File: src/rtl/mem_access_stage.sv
// rtl/mem_access_stage.sv - MEM stage: req/ack data-memory access with lane steering, load extension and stall.
// Optional bus timeout is compiled in with MEMACC_TIMEOUT_EN.
module mem_access_stage #(
    parameter int TIMEOUT_CYCLES = 255
) (
    input  logic        CLK,
    input  logic        Reset_in,
    input  logic        valid_in,
    input  logic        memRead_in,
    input  logic        memWrite_in,
    input  logic [1:0]  size_in,
    input  logic        signExt_in,
    input  logic [31:0] aluOut_in,
    input  logic [31:0] storeData_in,
    input  logic [4:0]  regWriteAddress_in,
    input  logic        regShouldWrite_in,
    input  logic        memToReg_in,
    input  logic        isRtype_in,
    output logic        dmem_req,
    output logic        dmem_we,
    output logic [3:0]  dmem_be,
    output logic [31:0] dmem_addr,
    output logic [31:0] dmem_wdata,
    input  logic        dmem_ack,
    input  logic [31:0] dmem_rdata,
    output logic        stall_out,
    output logic [31:0] memReadData_out,
    output logic [31:0] aluOut_out,
    output logic [4:0]  regWriteAddress_out,
    output logic        memToReg_out,
    output logic        isRtype_out,
    output logic        regShouldWrite_out,
    output logic        misalign_err_out,
    output logic        bus_err_out
);

    typedef enum logic [1:0] {IDLE, WAIT, DONE} state_t;

    state_t      state;
    logic        memOp, aligned, access;
    logic [3:0]  wrBe;
    logic [31:0] wrData;
    logic [1:0]  rdOff, rdSize;
    logic        rdSign, rdLoad;
    logic [7:0]  lane8;
    logic [15:0] lane16;
    logic [31:0] loadExt;

    assign memOp  = memRead_in | memWrite_in;
    assign access = valid_in & memOp & aligned;

    always_comb begin
        case (size_in)
            2'b00:   aligned = 1'b1;
            2'b01:   aligned = ~aluOut_in[0];
            default: aligned = (aluOut_in[1:0] == 2'b00);
        endcase
    end

    // Store data is replicated across lanes so the byte enables alone pick the target bytes.
    always_comb begin
        wrBe   = 4'b1111;
        wrData = storeData_in;
        case (size_in)
            2'b00: begin
                wrBe   = 4'b0001 << aluOut_in[1:0];
                wrData = {4{storeData_in[7:0]}};
            end
            2'b01: begin
                wrBe   = aluOut_in[1] ? 4'b1100 : 4'b0011;
                wrData = {2{storeData_in[15:0]}};
            end
            default: ;
        endcase
    end

    always_comb begin
        case (rdOff)
            2'b00:   lane8 = dmem_rdata[7:0];
            2'b01:   lane8 = dmem_rdata[15:8];
            2'b10:   lane8 = dmem_rdata[23:16];
            default: lane8 = dmem_rdata[31:24];
        endcase
        lane16 = rdOff[1] ? dmem_rdata[31:16] : dmem_rdata[15:0];
        case (rdSize)
            2'b00:   loadExt = {{24{rdSign & lane8[7]}}, lane8};
            2'b01:   loadExt = {{16{rdSign & lane16[15]}}, lane16};
            default: loadExt = dmem_rdata;
        endcase
    end

`ifdef MEMACC_TIMEOUT_EN
    logic [7:0] waitCnt;
`else
    assign bus_err_out = 1'b0;
`endif

    always_ff @(posedge CLK or negedge Reset_in) begin
        if (!Reset_in) begin
            state           <= IDLE;
            dmem_req        <= 1'b0;
            dmem_we         <= 1'b0;
            dmem_be         <= 4'b0000;
            dmem_addr       <= 32'h0;
            dmem_wdata      <= 32'h0;
            memReadData_out <= 32'h0;
            rdOff           <= 2'b00;
            rdSize          <= 2'b00;
            rdSign          <= 1'b0;
            rdLoad          <= 1'b0;
`ifdef MEMACC_TIMEOUT_EN
            waitCnt         <= 8'h00;
            bus_err_out     <= 1'b0;
`endif
        end else begin
            case (state)
                IDLE: begin
                    if (access) begin
                        dmem_req   <= 1'b1;
                        dmem_we    <= memWrite_in;
                        dmem_be    <= wrBe;
                        dmem_addr  <= {aluOut_in[31:2], 2'b00};
                        dmem_wdata <= wrData;
                        rdOff      <= aluOut_in[1:0];
                        rdSize     <= size_in;
                        rdSign     <= signExt_in;
                        rdLoad     <= memRead_in;
`ifdef MEMACC_TIMEOUT_EN
                        waitCnt    <= 8'h00;
`endif
                        state      <= WAIT;
                    end
                end
                WAIT: begin
                    if (dmem_ack) begin
                        dmem_req <= 1'b0;
                        dmem_we  <= 1'b0;
                        dmem_be  <= 4'b0000;
                        if (rdLoad)
                            memReadData_out <= loadExt;
                        state    <= DONE;
                    end
`ifdef MEMACC_TIMEOUT_EN
                    else if (waitCnt == 8'(TIMEOUT_CYCLES - 1)) begin
                        dmem_req        <= 1'b0;
                        dmem_we         <= 1'b0;
                        dmem_be         <= 4'b0000;
                        memReadData_out <= 32'h0;
                        bus_err_out     <= 1'b1;
                        state           <= DONE;
                    end else begin
                        waitCnt <= waitCnt + 8'h01;
                    end
`endif
                end
                default: begin
`ifdef MEMACC_TIMEOUT_EN
                    bus_err_out <= 1'b0;
`endif
                    state <= IDLE;
                end
            endcase
        end
    end

    assign stall_out        = ((state == IDLE) & access) | (state == WAIT);
    assign misalign_err_out = valid_in & memOp & ~aligned;

    // A timed-out access reaches DONE with bus_err_out high, which suppresses the write-back.
    assign regShouldWrite_out  = regShouldWrite_in & ~stall_out & ~misalign_err_out & ~bus_err_out;
    assign aluOut_out          = aluOut_in;
    assign regWriteAddress_out = regWriteAddress_in;
    assign memToReg_out        = memToReg_in;
    assign isRtype_out         = isRtype_in;

endmodule

File: config.mk
export PLATFORM = sky130hd
export DESIGN_NAME = mem_access_stage
export DESIGN_NICKNAME = d
export VERILOG_FILES = /design/src/rtl/mem_access_stage.sv
export SDC_FILE = /design/constraint.sdc
export NUM_CORES = 1
export LEC_CHECK = 0
export CORE_ASPECT_RATIO = 0.7
export CORE_MARGIN = 5
export CORE_UTILIZATION = 45
export CTS_BUF_LIST = sky130_fd_sc_hd__clkbuf_4
export DETAILED_ROUTE_END_ITERATION = 8
export HOLD_SLACK_MARGIN = 0.05
export PLACE_DENSITY = 0.95
export SYNTH_ARGS = -nofsm -noshare
export SYNTH_HDL_FRONTEND = slang
export SYNTH_SLANG_ARGS = --single-unit
File: constraint.sdc
create_clock -name CLK -period 3.6 [get_ports CLK]
set_clock_uncertainty 0.2 [all_clocks]
set_input_delay 0.54 -clock CLK [delete_from_list [all_inputs] [get_ports CLK]]
set_output_delay 0.54 -clock CLK [all_outputs]
set_load 0.01 [all_outputs]
# ---- Word-level counts from Yosys, hierarchy flattened
# Cells that the tools add are included.
dict set report classes {
  reduce_logical 10
  n_eq_ne 7
  n_mux 18
  shifts 1
  n_bitwise 14
}
# op n
set ops {}
lappend ops {{case mux 32 bit (2 select lines)} 2}
lappend ops {{case mux 8 bit (3 select lines)} 1}
lappend ops {{two-way mux 16 bit} 1}
lappend ops {{case mux 4 bit (2 select lines)} 2}
lappend ops {{two-way mux 4 bit} 3}
lappend ops {{zero test 2 bit} 5}
lappend ops {{AND 1 bit} 8}
lappend ops {{equality test 2 x 1 -> 1 bit, second input constant} 4}
lappend ops {{case mux 1 bit (2 select lines)} 3}
lappend ops {{AND reduction 3 bit} 2}
lappend ops {{two-way mux 2 bit} 2}
lappend ops {{inequality test 2 bit, second input constant} 2}
lappend ops {{NOT 1 bit} 4}
lappend ops {{case mux 2 bit (2 select lines)} 1}
lappend ops {{AND reduction 2 bit} 2}
lappend ops {{<< shifter 1 x 2 -> 4 bit, first input constant} 1}
lappend ops {{two-way mux 1 bit} 3}
lappend ops {{equality test 2 bit, second input constant} 1}
lappend ops {{bitwise OR 1 bit} 2}
lappend ops {{nonzero test 2 bit} 1}
dict set report totals {
  elab_cells 61
  input_bits 113
  register_bits 108
  out_inout_bits 145
}

# ---- Logic depth before layout (Yosys ltp)
dict set report depth {
  depth_word 8
  depth_mapped 7
  mapped_depth_nobuf 5
}

# ---- Worst setup path after synthesis
# Ideal clock, no wire load.
dict set report synth_path {
  path_type {in2reg}
  startpoint {input aluOut_in[1]}
  endpoint {register rdSize[0]}
  t_required_ns 3.272
  slack_ns 1.488
  cell_stages 5
  setup_time_ns 0.128
  arrival_ns 1.784
  path_cell_list {or2_1 > a2111o_1 > buf_4 > buf_6 > mux2_1}
}
dict set report synth_between {
  elab_chain_len 4
}
# item line
set synth_rtl {}
lappend synth_rtl {{start: declaration} 13} ;# input logic [31:0] aluOut_in,
lappend synth_rtl {{zero test 2 bit} 56} ;# default: aligned = (aluOut_in[1:0] == 2'b00);
lappend synth_rtl {{case mux 1 bit (2 select lines)} 53} ;# case (size_in)
lappend synth_rtl {{AND 1 bit} 50} ;# assign access = valid_in & memOp & aligned;
lappend synth_rtl {{AND reduction 2 bit (no line)} n/a}
lappend synth_rtl {{end signal: assignment} 125} ;# rdSize <= size_in;
lappend synth_rtl {{end: declaration} 43} ;# logic [1:0] rdOff, rdSize;
# No other way between the ends.
# A chain may end at the register's enable or synchronous reset.

# ---- Worst setup path after layout
dict set report layout_path {
  startpoint {input aluOut_in[1]}
  endpoint {output stall_out}
}
dict set report layout_between {
  elab_chain_len 5
}
# item line
set layout_rtl {}
lappend layout_rtl {{zero test 2 bit} 56}
lappend layout_rtl {{case mux 1 bit (2 select lines)} 53}
lappend layout_rtl {{AND 1 bit} 50}
lappend layout_rtl {{AND 1 bit} 166} ;# assign stall_out = ((state == IDLE) & access) | (state == WAIT);
lappend layout_rtl {{bitwise OR 1 bit} 166}
lappend layout_rtl {{end: declaration} 26} ;# output logic stall_out,
# No other way between the ends.

==> key figures <==
STA
  – Setup TNS: 0 ns
  – Period utilisation layout: 0.849
  – Hold Fails Final Rpt: 0
  – Unrepaired setup endpoints after global routing: false
  – # setup viols final: 0
  – Worst slew pin tran: ~1.2 ns
  – Worst Hold Margin: 0.306 ns
  – Final Critical Period: 3.06 ns
  – Fmax: roughly 330 MHz
  – Slew HR: 0.181
  – Worst Slack Setup Final: about 0.54 ns
  – Max Slew Vio Count: 0

GRT
  – Most Crowded Layer GR: met2
  – GR Overflow Total: 0
  – GRT met1 Usage: 0.272
  – Met3 Usage GRT: 0.0887
  – First-pass GRT wire length: between 20000 and 30000 um
  – Vias in the first global route: slightly above 5k
  – Initial antenna violation count: 0
  – Largest net degree at the start of global routing: about 110
  – GRT met2 Usage: 0.412
  – Global Route Usage Sum: 0.238

Synthesis
  – Mapped Cells: 505
  – Synth cell types: 37
  – Post-synth EDFFs: 0
  – Post-Syn Area: 5280 sq um
  – Flops & latches, synth: between 100 and 150
  – Register area share after synthesis: 0.512
  – Main area contributors after synthesis: dfrtp_1 (51%), mux2_2 (6.4%), buf_4 (6.1%)
  – Share of the synthesized area in the top cell type: 0.512
  – Main synth FF type: dfrtp_1
  – Syn_area_per_cell: about 10 sq um
  – Post-synth top area cell: dfrtp_1
  – Asr flop ratio synth: 1.00
  – Yosys warns: 0

Final layout
  – Synth-to-layout area growth: 45.1%
  – Nets: between 800 and 900
  – Commonest non-fill, non-tap cell in the layout: clkdlybuf4s50_1
  – Filler cells: 850
  – Share of cells above drive strength 1: 0.0818
  – Layout Cell Area excl Fill: 7660 sq um
  – Commonest non-fill, non-tap cells in the layout: clkdlybuf4s50_1 (239), dfrtp_1 (108), nand2_1 (44)
  – Fin cells: between 800 and 900
  – Antenna cells: 0

Clock network
  – # clock sinks: 108
  – H-tree lvl count: 3
  – Root buf cell: clkbuf_4
  – Clock slew seen by the registers of the worst setup and hold paths: about 0.16 ns
  – Worst skew pair latency: about 0.46 ns
  – Max Root-Sink Buffers: 2
  – TritonCTS clock tree: done
  – Resized cells post-CTS: 0
  – CTS buffer count: 9

Route
  – Initial DRC count: about 260
  – 1st-pass router iterations: 5
  – Wire per inst: slightly below 20 um
  – Remaining antenna violation count: 0
  – Total wire length: approximately 17000 um
  – Vias: about 4.6k
  – DRC viols: 0
  – DR vias/cell: about 5.4

Floorplanning
  – Die W: 139 um
  – I/O pin count: around 260
  – Die Ht: 101 um
  – Core ar.: approximately 12000 sq um
  – Die Area: ~14000 sq um
  – Initial Utilization: 0.455
  – Cell row count: 33

Placement
  – Pre-CTS setup slack: a little under 0.6 ns
  – Dpl cell area: between 7000 and 8000 sq um
  – DP Wirelength: roughly 13000 um
  – Placed Instances: 837
  – RD Place Congestion: a little under 0.9
  – # port buffers: 240

Power
  – PD cells: 627 nW/um^2
  – Maximum vdd drop: between 300 and 400 uV
  – LEAKAGE: roughly 0.0032 uW

Critical path
  – CP Class: in2out
  – Worst setup EP type: output pin
  – CP required: about 2.9 ns
  – Worst Path Arrival: about 2.3 ns
  – CP Launch Type: primary input
  – Crit-path max FO: 7

Run
  – Max-cap viol count: 0

Min path
  – HP Class: reg2reg

Run status
  – Status: complete, no violations
-- power breakdown --
group / total, uW / internal [uW] / switching [uW]
clock network: 653 / 229 / 424
logic: 2160 / 1230 / 930
registers: 1990 / 1660 / 331
-- cell type report --
type	count	area (sq um)	area share
flip-flops and latches	108	2700	0.353
multi-input cells	318	2090	0.273
well taps	157	196	0.0257
inverters	6	22.5	0.00294
clock buffers	10	75.1	0.00981
repair buffers	249	2490	0.326
clock inverters	6	71.3	0.00932
-- registers in the layout (all words and copies together) (netlist names), 2 cells and up --
name             cells
dmem_wdata          32
memReadData_out     32
dmem_addr           30
dmem_be              4
rdOff                2
rdSize               2
state                2
-- synth_stat cells (6+ instances only) --
library cell / number
mux2_2: 30
o22ai_1: 22
a31oi_1: 14
clkbuf_1: 22
mux2i_1: 26
mux2_1: 20
buf_4: 43
dfrtp_1: 108
a21oi_1: 29
o21ai_0: 33
nand2_1: 44
nand3_1: 6
o31ai_1: 7
and3b_1: 6
nor2_1: 42
buf_2: 6
a211oi_1: 6
inv_1: 6
-- worst max-delay path: stages --
cell             delay (ns)
clkdlybuf4s50_1        0.53
or2_1                  0.30
nand2_1                0.09
nand2b_1               0.07
a21oi_1                0.18
clkdlybuf4s50_1        0.60
-- worst paths after layout --
kind | from | end | slack (ns) | cells after the start
max | aluOut_in[1] | stall_out | 0.54 | 6
min | memReadData_out[2]$_DFFE_PN0P_ | memReadData_out[2]$_DFFE_PN0P_ | 0.31 | 2
max reg2reg | rdOff[1]$_DFFE_PN0P_ | memReadData_out[11]$_DFFE_PN0P_ | 0.93 | 3
min reg2reg | memReadData_out[2]$_DFFE_PN0P_ | memReadData_out[2]$_DFFE_PN0P_ | 0.31 | 2
max in group asynchronous | Reset_in | dmem_wdata[16]$_DFFE_PN0P_ | 2.03 | 3
min in group asynchronous | Reset_in | memReadData_out[9]$_DFFE_PN0P_ | 0.45 | 2
-- stage by stage --
step	total power, uW	util
finish	4800	0.660
global route	5090	0.660
CTS	4830	0.660
detailed placement	4160	0.646
global placement	4070	0.646
floorplan	2870	-
-- repair_timing --
action                    4_1_cts  5_1_grt
hold endpoints to repair       53        0
setup buffers                   0        0
hold buffers                    1        0
-- logic make-up after synthesis --
logic type / Yosys count / synth area share
compound gates: 121 / 0.136
simple gates: 117 / 0.0984
flops: 108 / 0.512
buf+inv: 81 / 0.0925
mux: 77 / 0.160
other cells: 1 / 0.000711
-- routing by layer --
layer,wire [um],share of wire,vias to the layer above
met5,0,0,-
li1,-,-,2110
met4,520,0.031,0
met3,1630,0.096,41
met1,6470,0.38,2233
met2,8280,0.49,247
(Power assumes the default switching activity.)
